--- src/rtl/uart_tx_fifo.sv ---
// UART 8N1 transmitter with a small write FIFO and polled status outputs.
module uart_tx_fifo #(
  parameter int unsigned CLKS_PER_BIT = 5208,
  parameter int unsigned FIFO_DEPTH   = 4
) (
  input  logic                        sysclk,
  input  logic                        reset,
  input  logic [7:0]                  tx_data,
  input  logic                        tx_write,
  output logic                        tx_full,
  output logic                        tx_busy,
  output logic [$clog2(FIFO_DEPTH):0] tx_count,
  output logic                        tx_done,
  output logic                        tx_overflow,
  output logic                        UART_TX
);

  localparam int unsigned PW = $clog2(FIFO_DEPTH);
  localparam int unsigned CW = PW + 1;
  localparam int unsigned BW = $clog2(CLKS_PER_BIT);
  localparam logic [BW-1:0] BAUD_LAST = BW'(CLKS_PER_BIT - 1);
  localparam logic [CW-1:0] DEPTH_C   = CW'(FIFO_DEPTH);

  typedef enum logic [1:0] {IDLE, START, DATA, STOP} state_e;

  state_e        state_q, state_d;
  logic [7:0]    shift_q, shift_d;
  logic [2:0]    idx_q, idx_d;
  logic [BW-1:0] baud_q, baud_d;
  logic [PW-1:0] rd_ptr_q, rd_ptr_d;
  logic [PW-1:0] wr_ptr_q, wr_ptr_d;
  logic [CW-1:0] count_q, count_d;
  logic          full_q, full_d;
  logic          busy_q, busy_d;
  logic          done_q, done_d;
  logic          overflow_q, overflow_d;
  logic          line_q, line_d;
  logic          push_c, pop_c, baud_last_c;
  logic [7:0]    mem_q [FIFO_DEPTH];

  // Next-state logic for the serialiser, FIFO pointers and registered status.
  always_comb begin
    state_d     = state_q;
    shift_d     = shift_q;
    idx_d       = idx_q;
    baud_d      = baud_q;
    pop_c       = 1'b0;
    baud_last_c = (baud_q == BAUD_LAST);

    case (state_q)
      IDLE: begin
        if (count_q != '0) begin
          pop_c   = 1'b1;
          shift_d = mem_q[rd_ptr_q];
          baud_d  = '0;
          state_d = START;
        end
      end
      START: begin
        if (baud_last_c) begin
          baud_d  = '0;
          idx_d   = '0;
          state_d = DATA;
        end else begin
          baud_d = baud_q + BW'(1);
        end
      end
      DATA: begin
        if (baud_last_c) begin
          baud_d  = '0;
          shift_d = {1'b0, shift_q[7:1]};
          idx_d   = idx_q + 3'd1;
          if (idx_q == 3'd7) state_d = STOP;
        end else begin
          baud_d = baud_q + BW'(1);
        end
      end
      STOP: begin
        if (baud_last_c) begin
          baud_d = '0;
          // A queued byte starts its frame straight from the stop bit.
          if (count_q != '0) begin
            pop_c   = 1'b1;
            shift_d = mem_q[rd_ptr_q];
            state_d = START;
          end else begin
            state_d = IDLE;
          end
        end else begin
          baud_d = baud_q + BW'(1);
        end
      end
      default: state_d = IDLE;
    endcase

    // A same-edge pop never frees a slot for the write.
    push_c     = tx_write && (count_q != DEPTH_C);
    count_d    = count_q + CW'(push_c) - CW'(pop_c);
    wr_ptr_d   = push_c ? wr_ptr_q + PW'(1) : wr_ptr_q;
    rd_ptr_d   = pop_c  ? rd_ptr_q + PW'(1) : rd_ptr_q;
    overflow_d = overflow_q | (tx_write & ~push_c);

    full_d = (count_d == DEPTH_C);
    busy_d = (state_d != IDLE) || (count_d != '0);
    done_d = (state_d == STOP) && (baud_d == BAUD_LAST);
    case (state_d)
      START:   line_d = 1'b0;
      DATA:    line_d = shift_d[0];
      default: line_d = 1'b1;
    endcase
  end

  // State and status registers with synchronous reset.
  always_ff @(posedge sysclk) begin
    if (reset) begin
      state_q    <= IDLE;
      shift_q    <= '0;
      idx_q      <= '0;
      baud_q     <= '0;
      rd_ptr_q   <= '0;
      wr_ptr_q   <= '0;
      count_q    <= '0;
      full_q     <= 1'b0;
      busy_q     <= 1'b0;
      done_q     <= 1'b0;
      overflow_q <= 1'b0;
      line_q     <= 1'b1;
    end else begin
      state_q    <= state_d;
      shift_q    <= shift_d;
      idx_q      <= idx_d;
      baud_q     <= baud_d;
      rd_ptr_q   <= rd_ptr_d;
      wr_ptr_q   <= wr_ptr_d;
      count_q    <= count_d;
      full_q     <= full_d;
      busy_q     <= busy_d;
      done_q     <= done_d;
      overflow_q <= overflow_d;
      line_q     <= line_d;
    end
  end

  // FIFO storage; contents need no reset since occupancy gates every read.
  always_ff @(posedge sysclk) begin
    if (push_c) mem_q[wr_ptr_q] <= tx_data;
  end

  assign tx_full     = full_q;
  assign tx_busy     = busy_q;
  assign tx_count    = count_q;
  assign tx_done     = done_q;
  assign tx_overflow = overflow_q;
  assign UART_TX     = line_q;

endmodule

--- config.mk ---
export PLATFORM = sky130hd
export DESIGN_NAME = uart_tx_fifo
export DESIGN_NICKNAME = d
export VERILOG_FILES = /design/src/rtl/uart_tx_fifo.sv
export SDC_FILE = /design/constraint.sdc
export NUM_CORES = 1
export LEC_CHECK = 0
export CORE_UTILIZATION = 43
export DETAILED_ROUTE_END_ITERATION = 8
export GPL_ROUTABILITY_DRIVEN = 0
export MAX_ROUTING_LAYER = met4
export PLACE_DENSITY = 0.66
export SETUP_SLACK_MARGIN = 0.15
export SYNTH_ARGS = -nofsm -noshare
export SYNTH_HDL_FRONTEND = slang
export SYNTH_SLANG_ARGS = --single-unit
--- constraint.sdc ---
create_clock -name sysclk -period 6 [get_ports sysclk]
set_input_delay 1.2 -clock sysclk [delete_from_list [all_inputs] [get_ports sysclk]]
set_output_delay 1.2 -clock sysclk [all_outputs]
set_load 0.01 [all_outputs]
==> flow_summary_export.csv <==
group,metric,value,unit
sta,setup_slack,2.33,ns
sta,timing.fmax,273,MHz
synthesis,ys_ff_latch,72,
placed_design,dp_hpwl,4.49,mm
clock_network,cts_tree,"built",
power_and_ir_drop,p_leak,1.37,nW
synthesis,syn_nets,346,
status,run_status,"finished clean",
finish,fin_nets,362,
critical_path,cp.arrival,3.94,ns
critical_path,rrSetupSlack,2.68,ns
synthesis,yosysUniqueCellTypes,59,
run,drv_cap,0,
min_path,hold_path_end,"shift_q[4]",
power_and_ir_drop,pwr_density_cell,415,nW/um^2
die,die_y,92.2,um
clock_network,cts.sinks,72,
min_path,min_path_type,"reg -> reg",
clock_network,clk_pin_slew,0.08,ns
finish,fin_cells,442,
drt,drt-vias-per-instance,5.36,
sta,setup_viol,0,
synthesis,synth_edf_count,32,
sta,hold_violations,0,
drt,wire_per_inst,15.0,um
clock_network,htree_levels,3,
drt,ant_nets,0,
synthesis,ys_seq_area_share,50.4,%
sta,fin_crit_sh,61.1,%
sta,setup_tns,0,ns
synthesis,yosysMostFrequentCell,"dfxtp_1",
global_route,grt_pass1_wl,11.1,mm
synthesis,synthCells,319,
critical_path,rr_startpoint,"baud_q[0]",
drt,drt_pass1_iterations,4,
die,die_w,92.2,um
finish,design_area,3950,um^2
synthesis,yosys_warnings,0,
die,initial_utilization,44.8,%
sta,worst_slew_margin_rel,51.5,%
min_path,min_from,"shift_q[5]",
synthesis,avgSynthCellArea,11.0,um^2
global_route,antenna_found_initial,0,
power_and_ir_drop,ir_worst_vdd,0.000200,V
drt,drt_iter0_drc,131,
global_route,overflow,0,
finish,diodes,0,
sta,slew_violations,0,
drt,wirelength,6.62,mm
clock_network,ctsResizeCount,0,
sta,grt_setup_unrepaired,"no",
critical_path,cp_max_fo,7,
clock_network,holdBufCountCts,0,
critical_path,r2r-end,"tx_full",
synthesis,ys_top_cells_by_area,"edfxtp_1 (27%), dfxtp_1 (23%), ha_1 (5.4%)",
synthesis,yosys.area.top_type,"edfxtp_1",
synthesis,synth_top_area_share,27.5,%
placed_design,place_area,3750,um^2
global_route,grt_pass1_vias,2354,
sta,worst_pin_slew,0.724,ns
placed_design,place_ws,1.94,ns
finish,final_layout_size_suffix_gt1_share,12.6,%
finish,fill_cells,709,
placed_design,dp.cells,426,
critical_path,startpoint,"tx_write",
die,rows,32,
die,dieArea,8500,um^2
synthesis,synth_commonest_cells,"dfxtp_1 (40), nor2_1 (34), edfxtp_1 (32)",
critical_path,startpoint_type,"input port",
drt,route.vias.total,2369,
synthesis,synthArstFlopShare,0,%
min_path,hold_path_depth,2,
clock_network,cts_max_path_buffers,2,
finish,syn2layout_area_growth,12.9,%
synthesis,ys.flop_type,"dfxtp_1",
drt,drc_errors,0,
critical_path,critPathKind,"in -> reg",
synthesis,syn_area,3500,um^2
clock_network,root_buffer,"clkbuf_8",
critical_path,crit_required,6.27,ns
sta,fin_crit,3.67,ns
die,core,7810,um^2
clock_network,clk_latency,0.36,ns
die,io_pins,19,
clock_network,cts_setup_buffers,0,
global_route,grt_start_max_net_pins,38,
clock_network,cts_made_buffers,9,
sta,fin_skew,0.0190,ns
global_route,grt.total_usage,17.5,%
placed_design,port_buffers,18,
critical_path,r2r_cells,12,
critical_path,critPathCaptureType,"register",
## cell usage in the layout, fill, tap and decap left out, types with 9 or more instances in the layout
master and count:
dfxtp_1 40, nor2_1 34, edfxtp_1 32, a21oi_1 23, o21ai_0 19, nand2_1 18, clkdlybuf4s50_1 18, ha_1 15
inv_1 13, nand3_1 9, clkbuf_8 9
## kinds of logic after synthesis
logic type      count (synthesis)  share of synthesized area (%)
simple gates                  106                           16.7
buf+inv                        27                           3.29
xor+xnor                        9                           2.25
flops                          72                           50.4
mux                            13                           6.58
fa+ha+maj                      16                           5.94
compound gates                 76                           14.8
## worst max-delay path, cell delays in order
cell             delay (ns)
clkdlybuf4s50_1        0.47
a21boi_0               0.50
inv_1                  0.17
ha_1                   0.31
inv_1                  0.03
ha_1                   0.18
fa_1                   0.38
xnor2_1                0.19
xnor2_1                0.16
nor2b_1                0.17
nor3b_1                0.18
## power breakdown
part           switching, mW  internal (mW)  leakage [nW]
Combinational          0.334          0.260         0.646
Clock                  0.198          0.196         0.101
Sequential            0.0633          0.588         0.619
## per-stage QoR
stage	utilization [%]	hold slack (ns)	power [mW]
2_1_floorplan	-	0.441	1.11
3_3_place_gp	48.0	0.456	1.24
3_5_place_dp	48.0	0.458	1.26
4_1_cts	50.6	0.479	1.65
5_1_grt	50.6	0.506	1.76
6_report	50.6	0.483	1.64
## layout make-up
class / count / area, um^2 / area share (%)
sequential: 72 / 1760 / 44.6
multi-input combinational: 220 / 1620 / 41.0
timing repair buffer: 19 / 188 / 4.75
tap: 102 / 128 / 3.23
clock buffer: 9 / 124 / 3.14
clock inverter: 7 / 77.6 / 1.97
inverter: 13 / 48.8 / 1.24
## how the worst max path moves through the flow
stage / end / cells after the start
floorplan: tx_full / 10
global placement: tx_full / 11
detailed placement: tx_full / 11
CTS: tx_full / 11
global route: tx_full / 11
finish: tx_full / 11
## registers in the layout (all words and copies together), names as in the netlist, named ones only
| name | count |
|---|---|
| UART_TX | 1 |
| baud_q | 13 |
| idx_q | 3 |
| mem_q | 32 |
| rd_ptr_q | 2 |
| shift_q | 8 |
| state_q | 2 |
| tx_busy | 1 |
| tx_count | 3 |
| tx_done | 1 |
| tx_full | 1 |
| tx_overflow | 1 |
| wr_ptr_q | 2 |
## metal layers
layer | GRT usage (%) | vias up | wire length, um
li1 | - | 1211 | -
met1 | 21.9 | 1128 | 3220
met2 | 27.4 | 22 | 3140
met3 | 4.73 | 8 | 164
met4 | 5.86 | 0 | 90
met5 | - | - | 0
Power figures use the tool's default switching activity.
